--- src/rtl/ov7670_cfg_pkg.sv ---
// ov7670_cfg_pkg: shared types and constants for the OV7670 register-list sequencer.
//   cfg_state_e   sequencer states
//   CFG_END       end-of-list marker entry
//   CFG_DELAY     delay marker entry
//   DEFAULT_ID    SCCB write address of the OV7670
package ov7670_cfg_pkg;

    localparam int unsigned ENTRY_W = 16;
    localparam int unsigned IDX_W   = 8;
    localparam int unsigned CNT_W   = 20;

    localparam logic [7:0]         DEFAULT_ID = 8'h42;
    localparam logic [ENTRY_W-1:0] CFG_END    = 16'hFFFF;
    localparam logic [ENTRY_W-1:0] CFG_DELAY  = 16'hFFF0;

    typedef enum logic [2:0] {
        PWR_WAIT,
        FETCH,
        ISSUE,
        HOLD,
        DELAY,
        DONE
    } cfg_state_e;

endpackage

--- src/rtl/ov7670_reg_rom.sv ---
// ov7670_reg_rom: OV7670 initialisation table, {register address, value} per entry.
//   clk   clock
//   addr  entry index
//   data  entry at addr, registered (1-cycle read latency)
module ov7670_reg_rom
    import ov7670_cfg_pkg::*;
(
    input  logic               clk,
    input  logic [IDX_W-1:0]   addr,
    output logic [ENTRY_W-1:0] data
);

    logic [ENTRY_W-1:0] entry_c;

    // Table contents; unlisted indices read as end-of-list
    always_comb begin
        entry_c = CFG_END;
        case (addr)
            8'd0:    entry_c = 16'h1280; // COM7: soft reset
            8'd1:    entry_c = CFG_DELAY;
            8'd2:    entry_c = 16'h1204; // COM7: RGB output
            8'd3:    entry_c = 16'h1100; // CLKRC: no prescale
            8'd4:    entry_c = 16'h0C00; // COM3
            8'd5:    entry_c = 16'h3E00; // COM14
            8'd6:    entry_c = 16'h8C00; // RGB444 off
            8'd7:    entry_c = 16'h0400; // COM1
            8'd8:    entry_c = 16'h4010; // COM15: RGB565
            8'd9:    entry_c = 16'h3A04; // TSLB
            8'd10:   entry_c = 16'h1438; // COM9: AGC ceiling
            8'd11:   entry_c = 16'h4FB3; // MTX1
            8'd12:   entry_c = 16'h50B3; // MTX2
            8'd13:   entry_c = 16'h5100; // MTX3
            8'd14:   entry_c = 16'h523D; // MTX4
            8'd15:   entry_c = 16'h53A7; // MTX5
            8'd16:   entry_c = 16'h54E4; // MTX6
            8'd17:   entry_c = 16'h589E; // MTXS
            8'd18:   entry_c = 16'h3DC0; // COM13: gamma, UV saturation
            default: entry_c = CFG_END;
        endcase
    end

    always_ff @(posedge clk) begin
        data <= entry_c;
    end

endmodule

--- src/rtl/ov7670_cfg_sequencer.sv ---
// ov7670_cfg_sequencer: walks the OV7670 register ROM and feeds each pair to the SCCB sender.
//   clk          clock
//   clr          synchronous active-high reset
//   resend       restart the table from index 0
//   taken        sender accepted the current request
//   send         request to the sender
//   id           SCCB write address (constant ID)
//   rega, value  register address / value of the current entry
//   config_done  end of list reached
// Build option: OV7670_POWERUP_DELAY_EN adds a POWERUP_CYCLES wait after reset.
module ov7670_cfg_sequencer
    import ov7670_cfg_pkg::*;
#(
    parameter logic [7:0]  ID             = DEFAULT_ID,
    parameter int unsigned HOLD_CYCLES    = 256,
    parameter int unsigned DELAY_CYCLES   = 500000,
    parameter int unsigned POWERUP_CYCLES = 1000000
) (
    input  logic       clk,
    input  logic       clr,
    input  logic       resend,
    input  logic       taken,
    output logic       send,
    output logic [7:0] id,
    output logic [7:0] rega,
    output logic [7:0] value,
    output logic       config_done
);

    localparam logic [CNT_W-1:0] HOLD_LAST  = CNT_W'(HOLD_CYCLES - 1);
    localparam logic [CNT_W-1:0] DELAY_LAST = CNT_W'(DELAY_CYCLES - 1);
    localparam logic [IDX_W-1:0] IDX_LAST   = {IDX_W{1'b1}};

`ifdef OV7670_POWERUP_DELAY_EN
    localparam logic [CNT_W-1:0] PWR_LAST    = CNT_W'(POWERUP_CYCLES - 1);
    localparam cfg_state_e       RESET_STATE = PWR_WAIT;
`else
    localparam cfg_state_e       RESET_STATE = FETCH;
`endif

    // Every wait must fit the 20-bit counter and be at least one cycle
    if (HOLD_CYCLES == 0 || DELAY_CYCLES == 0 || POWERUP_CYCLES == 0 ||
        HOLD_CYCLES > (32'd1 << CNT_W) || DELAY_CYCLES > (32'd1 << CNT_W) ||
        POWERUP_CYCLES > (32'd1 << CNT_W)) begin : g_bad_cycles
        $error("ov7670_cfg_sequencer: cycle parameter out of range");
    end

    cfg_state_e         state, state_d;
    logic [IDX_W-1:0]   idx, idx_d;
    logic [CNT_W-1:0]   cnt, cnt_d;
    logic               send_d, done_d;
    logic [7:0]         rega_d, value_d;
    logic [ENTRY_W-1:0] entry;

    assign id = ID;

    ov7670_reg_rom u_rom (
        .clk  (clk),
        .addr (idx),
        .data (entry)
    );

    // State and registered outputs
    always_ff @(posedge clk) begin
        if (clr) begin
            state       <= RESET_STATE;
            idx         <= '0;
            cnt         <= '0;
            send        <= 1'b0;
            rega        <= '0;
            value       <= '0;
            config_done <= 1'b0;
        end else begin
            state       <= state_d;
            idx         <= idx_d;
            cnt         <= cnt_d;
            send        <= send_d;
            rega        <= rega_d;
            value       <= value_d;
            config_done <= done_d;
        end
    end

    // Next state / outputs; FETCH spends cnt==0 waiting for the ROM, decodes at cnt==1
    always_comb begin
        state_d = state;
        idx_d   = idx;
        cnt_d   = cnt + CNT_W'(1);
        send_d  = send;
        rega_d  = rega;
        value_d = value;
        done_d  = config_done;

        if (resend) begin
            state_d = FETCH;
            idx_d   = '0;
            cnt_d   = '0;
            send_d  = 1'b0;
            done_d  = 1'b0;
        end else begin
            case (state)
`ifdef OV7670_POWERUP_DELAY_EN
                PWR_WAIT: begin
                    if (cnt == PWR_LAST) begin
                        state_d = FETCH;
                        cnt_d   = '0;
                    end
                end
`endif
                FETCH: begin
                    if (cnt != '0) begin
                        cnt_d = '0;
                        // Last index doubles as end of list so the index never wraps
                        if (entry == CFG_END || idx == IDX_LAST) begin
                            state_d = DONE;
                            send_d  = 1'b0;
                            done_d  = 1'b1;
                        end else if (entry == CFG_DELAY) begin
                            state_d = DELAY;
                            send_d  = 1'b0;
                        end else begin
                            state_d = ISSUE;
                            send_d  = 1'b1;
                            rega_d  = entry[15:8];
                            value_d = entry[7:0];
                        end
                    end
                end
                ISSUE: begin
                    cnt_d = '0;
                    if (taken) begin
                        state_d = HOLD;
                    end
                end
                HOLD: begin
                    if (cnt == HOLD_LAST) begin
                        state_d = FETCH;
                        idx_d   = idx + IDX_W'(1);
                        cnt_d   = '0;
                    end
                end
                DELAY: begin
                    if (cnt == DELAY_LAST) begin
                        state_d = FETCH;
                        idx_d   = idx + IDX_W'(1);
                        cnt_d   = '0;
                    end
                end
                DONE: begin
                    cnt_d = '0;
                end
                default: begin
                    state_d = RESET_STATE;
                    cnt_d   = '0;
                end
            endcase
        end
    end

endmodule

--- config.mk ---
export PLATFORM = sky130hd
export DESIGN_NAME = ov7670_cfg_sequencer
export DESIGN_NICKNAME = d
export VERILOG_FILES = /design/src/rtl/ov7670_cfg_pkg.sv /design/src/rtl/ov7670_reg_rom.sv /design/src/rtl/ov7670_cfg_sequencer.sv
export SDC_FILE = /design/constraint.sdc
export NUM_CORES = 1
export LEC_CHECK = 0
export ABC_AREA = 1
export BUFFER_PORTS_ARGS = -buffer_cell sky130_fd_sc_hd__buf_4
export CAP_MARGIN = 20
export CELL_PAD_IN_SITES_DETAIL_PLACEMENT = 1
export CELL_PAD_IN_SITES_GLOBAL_PLACEMENT = 1
export CORE_MARGIN = 2
export CORE_UTILIZATION = 44
export DETAILED_ROUTE_END_ITERATION = 12
export GPL_TIMING_DRIVEN = 0
export HOLD_SLACK_MARGIN = 0.03
export PLACE_DENSITY_LB_ADDON = 0.25
export SLEW_MARGIN = 20
export SYNTH_ARGS = -nofsm -noshare
export SYNTH_HDL_FRONTEND = slang
export SYNTH_HIERARCHICAL = 1
export SYNTH_SLANG_ARGS = --single-unit
--- constraint.sdc ---
create_clock -name clk -period 1.85 [get_ports clk]
set_input_delay 0.37 -clock clk [delete_from_list [all_inputs] [get_ports clk]]
set_output_delay 0.37 -clock clk [all_outputs]
set_load 0.1 [all_outputs]
==> results.json, run 1 <==
{
  "status": "finished clean",
  "grt_overflow": 0,
  "root_buffer": "clkbuf_8",
  "h-tree-depth": 3,
  "clk_pin_slew_ns": 0.07,
  "final_cell_mix": "nand2_1 (91), nor2_1 (70), dfxtp_1 (61), nand3_1 (42), buf_4 (39)",
  "drc": 0,
  "track_usage_pct": 21.3,
  "required_ns": 2.11,
  "final_cell_area_um2": 4260,
  "preCtsSetupSlack_ns": -0.179,
  "start_util_pct": 46.1,
  "clockBufferDepth": 2,
  "die_area_um2": 8920,
  "finalCriticalPeriod_ns": 1.72,
  "yosysTopAreaCell": "dfxtp_1",
  "ctsHoldBuffers": 0,
  "syn_area_per_cell_um2": 7.39,
  "grt_pass1_vias": 3216,
  "crit_type": "reg -> reg",
  "post-route-util_pct": 54.6,
  "final_common_cell": "nand2_1",
  "wirelength_um": 9430,
  "fmax_mhz": 583,
  "row_count": 32,
  "leakage_nw": 1.82,
  "yosysSeqAreaShare_pct": 36.1,
  "ys.warnings.count": 6,
  "worst_slack_ns": 0.134,
  "place_congestion": 0.838,
  "tritoncts": "done",
  "ys_seq_elements": 65,
  "end_kind": "flop",
  "grt_max_degree": 13,
  "antenna_cells": 0,
  "ant_nets": 0,
  "netlist_area_um2": 3600,
  "wl_per_cell_um": 14.8,
  "slew_viol_final": 0,
  "worst_ep_arrival_time_ns": 1.98,
  "cap_violations": 0,
  "clock_skew_ns": 0.00805,
  "yosys.area_share.adder_pct": 3.13,
  "synth_top_area_share_pct": 36.1,
  "vias": 3288,
  "die_w_um": 94.5,
  "synth_compound_area_share_pct": 7.86,
  "hp-class": "in -> reg",
  "finalSetupViolCount": 0,
  "hold_slack_ns": 0.329,
  "synthTopCellsByArea": "dfxtp_1 (36%), nand2_1 (9.5%), nor2_1 (7.5%)",
  "layout.nets": 545,
  "antenna_found_initial": 0,
  "synth-simple-area-share_pct": 39.7,
  "dpl_cell_area_um2": 3910,
  "numCtsBuffers": 9,
  "drt_iter0_markers": 67,
  "synth_cells": 487,
  "ios": 30,
  "hold_viol_final": 0,
  "synth.area.mux_share_pct": 0,
  "worstPathMaxFanout": 10,
  "synth_top_family_by_area": "simple AND/OR/NAND/NOR gates",
  "period_share_pct": 92.8,
  "core_area_um2": 7810,
  "cts_sinks": 65,
  "avgViaCountPerCell": 5.15,
  "clk_latency_ns": 0.34,
  "nFillCells": 1043,
  "ys_types": 36,
  "port_buffers": 21,
  "power_density_nw_per_um2": 1360,
  "grt_pass1_wl_um": 15100,
  "reg2reg_slack_ns": 0.13,
  "die_h_um": 94.5,
  "cp-start-kind": "flop",
  "dr.pass1.iters": 4,
  "tns_ns": 0,
  "dp_hpwl_um": 6600,
  "area.growth.synth_to_final_pct": 18.5,
  "synth_xor_area_share_pct": 3.16,
  "drive_gt1_share_pct": 24.4,
  "peakVddDrop_v": 0.000439
}
## flip-flops by register name, summed over array words and instances (netlist names)
signal,flops
cnt,20
value,8
send,1
state,3
config_done,1
rega,8
idx,8
u_rom/data,16
## where the power goes
part | leakage, nW | switching (mW) | total, mW | internal, mW
clock | 0.115 | 0.587 | 1.48 | 0.894
combinational | 1.18 | 1.85 | 2.57 | 0.726
sequential | 0.528 | 0.140 | 1.75 | 1.61
## Yosys cell counts (all sizes together)
library cell	n
a21oi	33
a31oi	4
buf	21
clkinv	1
conb	2
dfxtp	65
ha	9
inv	43
nand2	102
nand3	50
nand3b	16
nand4	9
nor2	91
nor3	9
nor3b	4
nor4	3
o21ai	11
o21bai	1
xnor2	4
xor2	9
## worst max-delay path: stages (launching register included)
cell     delay, ns
dfxtp_1       0.36
ha_2          0.22
nand3_2       0.13
nor2_2        0.19
nand3_2       0.10
nand2_4       0.09
buf_12        0.13
nand4_2       0.12
nand2_1       0.08
nand2_1       0.07
nor2_1        0.15
## path summary, 6_finish.rpt
path	cells after the start	from	to
hold reg to reg	1	cnt[0]	cnt[0]
setup / recovery	10	cnt[1]	state[1]
setup reg to reg	10	cnt[1]	state[1]
hold / removal	4	resend	idx[0]
## layout make-up
type                            count  area, µm²  area share (%)
Buffer                             21        185            4.34
Clock buffer                        9        124            2.90
Clock inverter                      7        119            2.79
Inverter                           44        168            3.93
Multi-Input combinational cell    363       2020            47.4
Sequential cell                    65       1310            30.8
Tap cell                          102        128            2.99
Timing Repair Buffer               28        210            4.93
## per-layer routing
layer	part of all wire, %	wire length, µm	global-route usage [%]	up-vias
met1	47	4390	28.5	1563
met4	1.7	160	8.45	0
met5	0	0	0	-
met3	3.7	353	3.43	15
li1	-	-	-	1659
met2	48	4520	34.3	51
## kinds of logic (layout without fill, tap and decap cells)
kind of cell               Yosys count  in the layout
AOI/OAI and AO/OA                   49             49
xor gates and xnor gates            13             13
adders and majority gates            9              9
buffers and inverters               65            109
DFF                                 65             65
other                                2              8
and+or+nand+nor                    284            284
## per-stage QoR
step | cells | power, mW
2_1_floorplan | 493 | 3.77
3_3_place_gp | 616 | 4.19
3_5_place_dp | 616 | 4.24
4_1_cts | 632 | 5.73
5_1_grt | 639 | 6.11
6_report | 639 | 5.80
## what timing repair did
item | CTS | global route
pin swaps | 0 | 4
setup endpoints to repair | 19 | 40
gates resized for setup | 6 | 12
setup buffers | 0 | 7
Power figures use the tool's default switching activity.
==> run 2: changes to the inputs <==
CAP_MARGIN = 30   (was 20)
CORE_MARGIN = unset   (was 2)
==> run 2 against run 1 <==
Routed wire length down 5.3%. Critical path depth did not move. Die area down 4.2%. Total power is 5.7% lower. Design area down 1.6%. Clock power down 19%. Flip-flop and latch count is the same. Register-to-register slack about the same. Critical path type unchanged. Largest power group unchanged. Highest routed layer unchanged.
==> results.json, run 2 (synthesis gave the netlist of run 1 again) <==
{
  "met1_usage_pct": 28.7,
  "p_sw_share_pct": 46.3,
  "dr.pass1.iters": 4,
  "p_clk_share_pct": 21.9,
  "ant_nets": 0,
  "track_usage_pct": 21.9,
  "final_common_cell": "nand2_1",
  "wl_per_cell_um": 14.0,
  "final_cells": 638,
  "wirelength_um": 8930,
  "period_share_pct": 92.7,
  "antenna_found_initial": 0,
  "die_w_um": 92.5,
  "leakage_nw": 1.80,
  "seqPwrFrac_pct": 31.9,
  "die_area_um2": 8550,
  "grt-busiest-layer": "met2",
  "grt_pass1_wl_um": 15000,
  "tritoncts": "done",
  "final_cell_area_um2": 4190,
  "worst_ep_arrival_time_ns": 1.95,
  "ios": 30,
  "use_met2_pct": 36.2,
  "die_h_um": 92.5,
  "internal_power_mw": 2.94,
  "dp_hpwl_um": 6620,
  "drc": 0,
  "fmax_mhz": 583,
  "rsz0062_at_grt": "yes",
  "worst_slack_ns": 0.136,
  "cpPeakStageDelay_ns": 0.39,
  "grt_overflow": 0,
  "slew_viol_final": 0,
  "place_congestion": 0.840,
  "vias": 3200,
  "end_kind": "flop",
  "crit_type": "reg -> reg",
  "antenna_cells": 0,
  "cp-start-kind": "flop",
  "crit_slowest_cell": "dfxtp_4",
  "layout.nets": 544,
  "final_cell_mix": "nand2_1 (90), nor2_1 (69), dfxtp_1 (61), nand3_1 (44), buf_4 (38)",
  "hold_viol_final": 0,
  "h-tree-depth": 3,
  "p_sw_mw": 2.53,
  "largest-register": "cnt",
  "status": "finished clean",
  "preCtsSetupSlack_ns": -0.186,
  "cp_cell_sequence": "ha_1 > nand3_1 > nor2_2 > nand3_2 > nand3_2 > nor2_4 > buf_6 > nand3b_1 > nand2_1 > nor2_1",
  "drt_iter0_markers": 81,
  "clockBufferDepth": 2,
  "crit_top_cell": "nand3_2",
  "worstPathMaxFanout": 11,
  "required_ns": 2.09,
  "use_met3_pct": 3.86,
  "core_area_um2": 7810,
  "ctsHoldBuffers": 0,
  "finalSetupViolCount": 0,
  "cts_sinks": 65,
  "cap_violations": 0,
  "grt_pass1_vias": 3322,
  "clk_pin_slew_ns": 0.08,
  "dp.cells": 616,
  "numCtsBuffers": 9,
  "root_buffer": "clkbuf_8",
  "drive_gt1_share_pct": 23.7,
  "grt_max_degree": 13,
  "port_buffers": 21,
  "finalCriticalPeriod_ns": 1.71,
  "post-route-util_pct": 53.7,
  "area.growth.synth_to_final_pct": 16.5,
  "peakVddDrop_v": 0.000376,
  "row_count": 32,
  "hp-class": "in -> reg",
  "clock_skew_ns": 0.0101,
  "clk_latency_ns": 0.34,
  "largest_registers": "cnt (20), u_rom/data (16)",
  "largest_reg_flops": 20,
  "finalPower_mw": 5.47,
  "power_density_nw_per_um2": 1300,
  "avgViaCountPerCell": 5.02,
  "hold_slack_ns": 0.312,
  "power_frac_comb_pct": 46.3,
  "dpl_cell_area_um2": 3910,
  "tns_ns": 0,
  "start_util_pct": 46.1
}
## run 2: cell count changes in the layout (fill, tap and decap cells not counted), moves of 2 or more
| cell | change |
|---|---|
| nand3_2 | -2 |
| ha_1 | +2 |
| ha_2 | -2 |
| bufinv_16 | -2 |
| nand3_1 | +2 |
## run 2: final timing paths
check         start        to  slack [ns]  cells past startpoint
max          idx[0]   rega[7]        0.14                     10
min             clr  state[1]        0.31                      4
max reg2reg  idx[0]   rega[7]        0.14                     10
min reg2reg  cnt[0]    cnt[0]        0.44                      1
## run 2: cell type report
class,instances,area [µm²]
buffer,21,185
multi-input combinational,363,2000
timing repair buffer,27,203
clock buffer,9,124
tap,102,128
clock inverter,7,71.3
sequential,65,1310
inverter,44,168
fill,1021,3610
## run 2: power by group through the flow
stage	Combinational [mW]	Sequential [mW]	Clock [mW]
after detailed placement	2.48	1.77	0
after CTS	2.49	1.75	1.22
after global routing	2.73	1.77	1.30
after floorplan	1.16	2.60	0
after global placement	2.43	1.76	0
final	2.53	1.74	1.20
## run 2: critical path, delay by kind of cell, from the launching register on
family / cells / cell delay (ns)
adders and majority gates: 1 / 0.24
and+or+nand+nor: 8 / 0.81
buffers and inverters: 1 / 0.17
DFF: 1 / 0.39
## run 2: what timing repair did
action | in CTS | in global routing
resized for setup | 5 | 10
buffers inserted | 0 | 6
pin swaps | 0 | 3
endpoints found under the setup margin | 18 | 38
hold endpoints to repair | 0 | 0
## run 2: metal layers
metal,up-vias,routed length (µm)
met1,1491,4460
li1,1655,-
met2,41,4120
met4,0,108
met5,-,0
met3,13,242
==> run 3: changes to the inputs <==
SETUP_SLACK_MARGIN = 0.2   (was unset)
==> run 3 against run 2 <==
Count of clock-buffer cells in the layout grew 5. Setup slack lost 0.037 ns. Die area is the same. Clock skew shrank 0.00093 ns. Sequential share of layout area shrank 1.5 points. Critical endpoint is now idx[3].
==> results.json, run 3 (synthesis gave the netlist of run 1 again) <==
{
  "final_cells": 646,
  "worstPathMaxFanout": 6,
  "worst_slack_ns": 0.0983,
  "root_buffer": "clkbuf_8",
  "tritoncts": "done",
  "track_usage_pct": 23.7,
  "hp-class": "in -> reg",
  "die_area_um2": 8550,
  "grt_pass1_vias": 3342,
  "place_congestion": 0.853,
  "largest_reg_flops": 20,
  "dp.cells": 616,
  "largest_registers": "cnt (20), u_rom/data (16)",
  "cts_sinks": 65,
  "finalSetupViolCount": 0,
  "largest-register": "cnt",
  "antenna_cells": 0,
  "antenna_found_initial": 0,
  "start_util_pct": 46.1,
  "drc": 0,
  "row_count": 32,
  "leakage_nw": 1.90,
  "crit_type": "reg -> reg",
  "drive_gt1_share_pct": 31.8,
  "post-route-util_pct": 57.5,
  "clk_latency_ns": 0.36,
  "cap_violations": 0,
  "ctsHoldBuffers": 0,
  "numCtsBuffers": 9,
  "hold_viol_final": 0,
  "h-tree-depth": 3,
  "period_share_pct": 94.7,
  "vias": 3395,
  "final_common_cell": "nand2_1",
  "die_h_um": 92.5,
  "preCtsSetupSlack_ns": -0.167,
  "core_area_um2": 7810,
  "grt_pass1_wl_um": 16000,
  "cp-start-kind": "flop",
  "final_cell_area_um2": 4490,
  "grt_max_degree": 11,
  "dp_hpwl_um": 6620,
  "hold_depth": 4,
  "clockBufferDepth": 2,
  "dpl_cell_area_um2": 3910,
  "slew_viol_final": 0,
  "die_w_um": 92.5,
  "port_buffers": 21,
  "clock_skew_ns": 0.00918,
  "fmax_mhz": 571,
  "power_density_nw_per_um2": 1280,
  "worst_ep_arrival_time_ns": 2.01,
  "rsz0062_at_grt": "yes",
  "ant_nets": 0,
  "rr_worst_depth": 8,
  "ios": 30,
  "status": "finished clean",
  "wirelength_um": 11000,
  "required_ns": 2.10,
  "finalCriticalPeriod_ns": 1.75,
  "avgViaCountPerCell": 5.26,
  "dr.pass1.iters": 4,
  "wl_per_cell_um": 17.0,
  "area.growth.synth_to_final_pct": 24.8,
  "layout.nets": 554,
  "clk_pin_slew_ns": 0.07,
  "grt_overflow": 0,
  "peakVddDrop_v": 0.000413,
  "final_cell_mix": "nand2_1 (87), nor2_1 (63), dfxtp_1 (47), buf_4 (45), nand3_1 (38)",
  "drt_iter0_markers": 122,
  "end_kind": "flop"
}
[run 3: metal layers]
layer / GRT usage, % / vias to the layer above / wire, µm
met5: 0 / - / 0
met3: 4.60 / 19 / 338
met4: 8.07 / 0 / 199
li1: - / 1669 / -
met2: 38.4 / 51 / 5640
met1: 31.4 / 1656 / 4810
[run 3: report_power, final]
group	internal, mW	switching, mW
clock network	0.547	0.524
logic	0.904	2.02
registers	1.61	0.143
[run 3: repair_timing]
action,4_1_cts,5_1_grt
buffers inserted,8,6
gates cloned,1,1
resized for setup,22,61
pin swaps,6,26
endpoints found under the setup margin,48,48
[run 3: cell type report]
cell class                      count  area, µm²
Timing Repair Buffer               37        298
Multi-Input combinational cell    363       2210
Fill cell                         996       3310
Buffer                             21        189
Clock buffer                       14        163
Inverter                           44        171
Tap cell                          102        128
Sequential cell                    65       1340
[run 3: critical path, stage by stage, from the launching register on]
cell and delay [ns]:
dfxtp_4 0.38, ha_4 0.17, nand3_4 0.13, nor2_4 0.18, nand3_4 0.12, o21bai_4 0.23
buf_12 0.15, nand3_1 0.06, a21oi_1 0.21
[run 3: through the flow]
| step | hold WS [ns] | power [mW] | TNS [ns] |
|---|---|---|---|
| after floorplan | 0.430 | 3.77 | 0 |
| after CTS | 0.300 | 5.44 | 0 |
| final | 0.302 | 5.74 | 0 |
| after detailed placement | 0.473 | 4.25 | -2.03 |
| after global placement | 0.446 | 4.19 | -1.29 |
| after global routing | 0.334 | 6.03 | 0 |
[run 3: path summary, 6_finish.rpt]
path                            startpoint      to  slack, ns
worst max register to register      cnt[0]  idx[3]        0.1
worst min-delay path                   clr  idx[1]       0.30
worst max-delay path                cnt[0]  idx[3]        0.1
worst min register to register      cnt[0]  cnt[0]       0.47
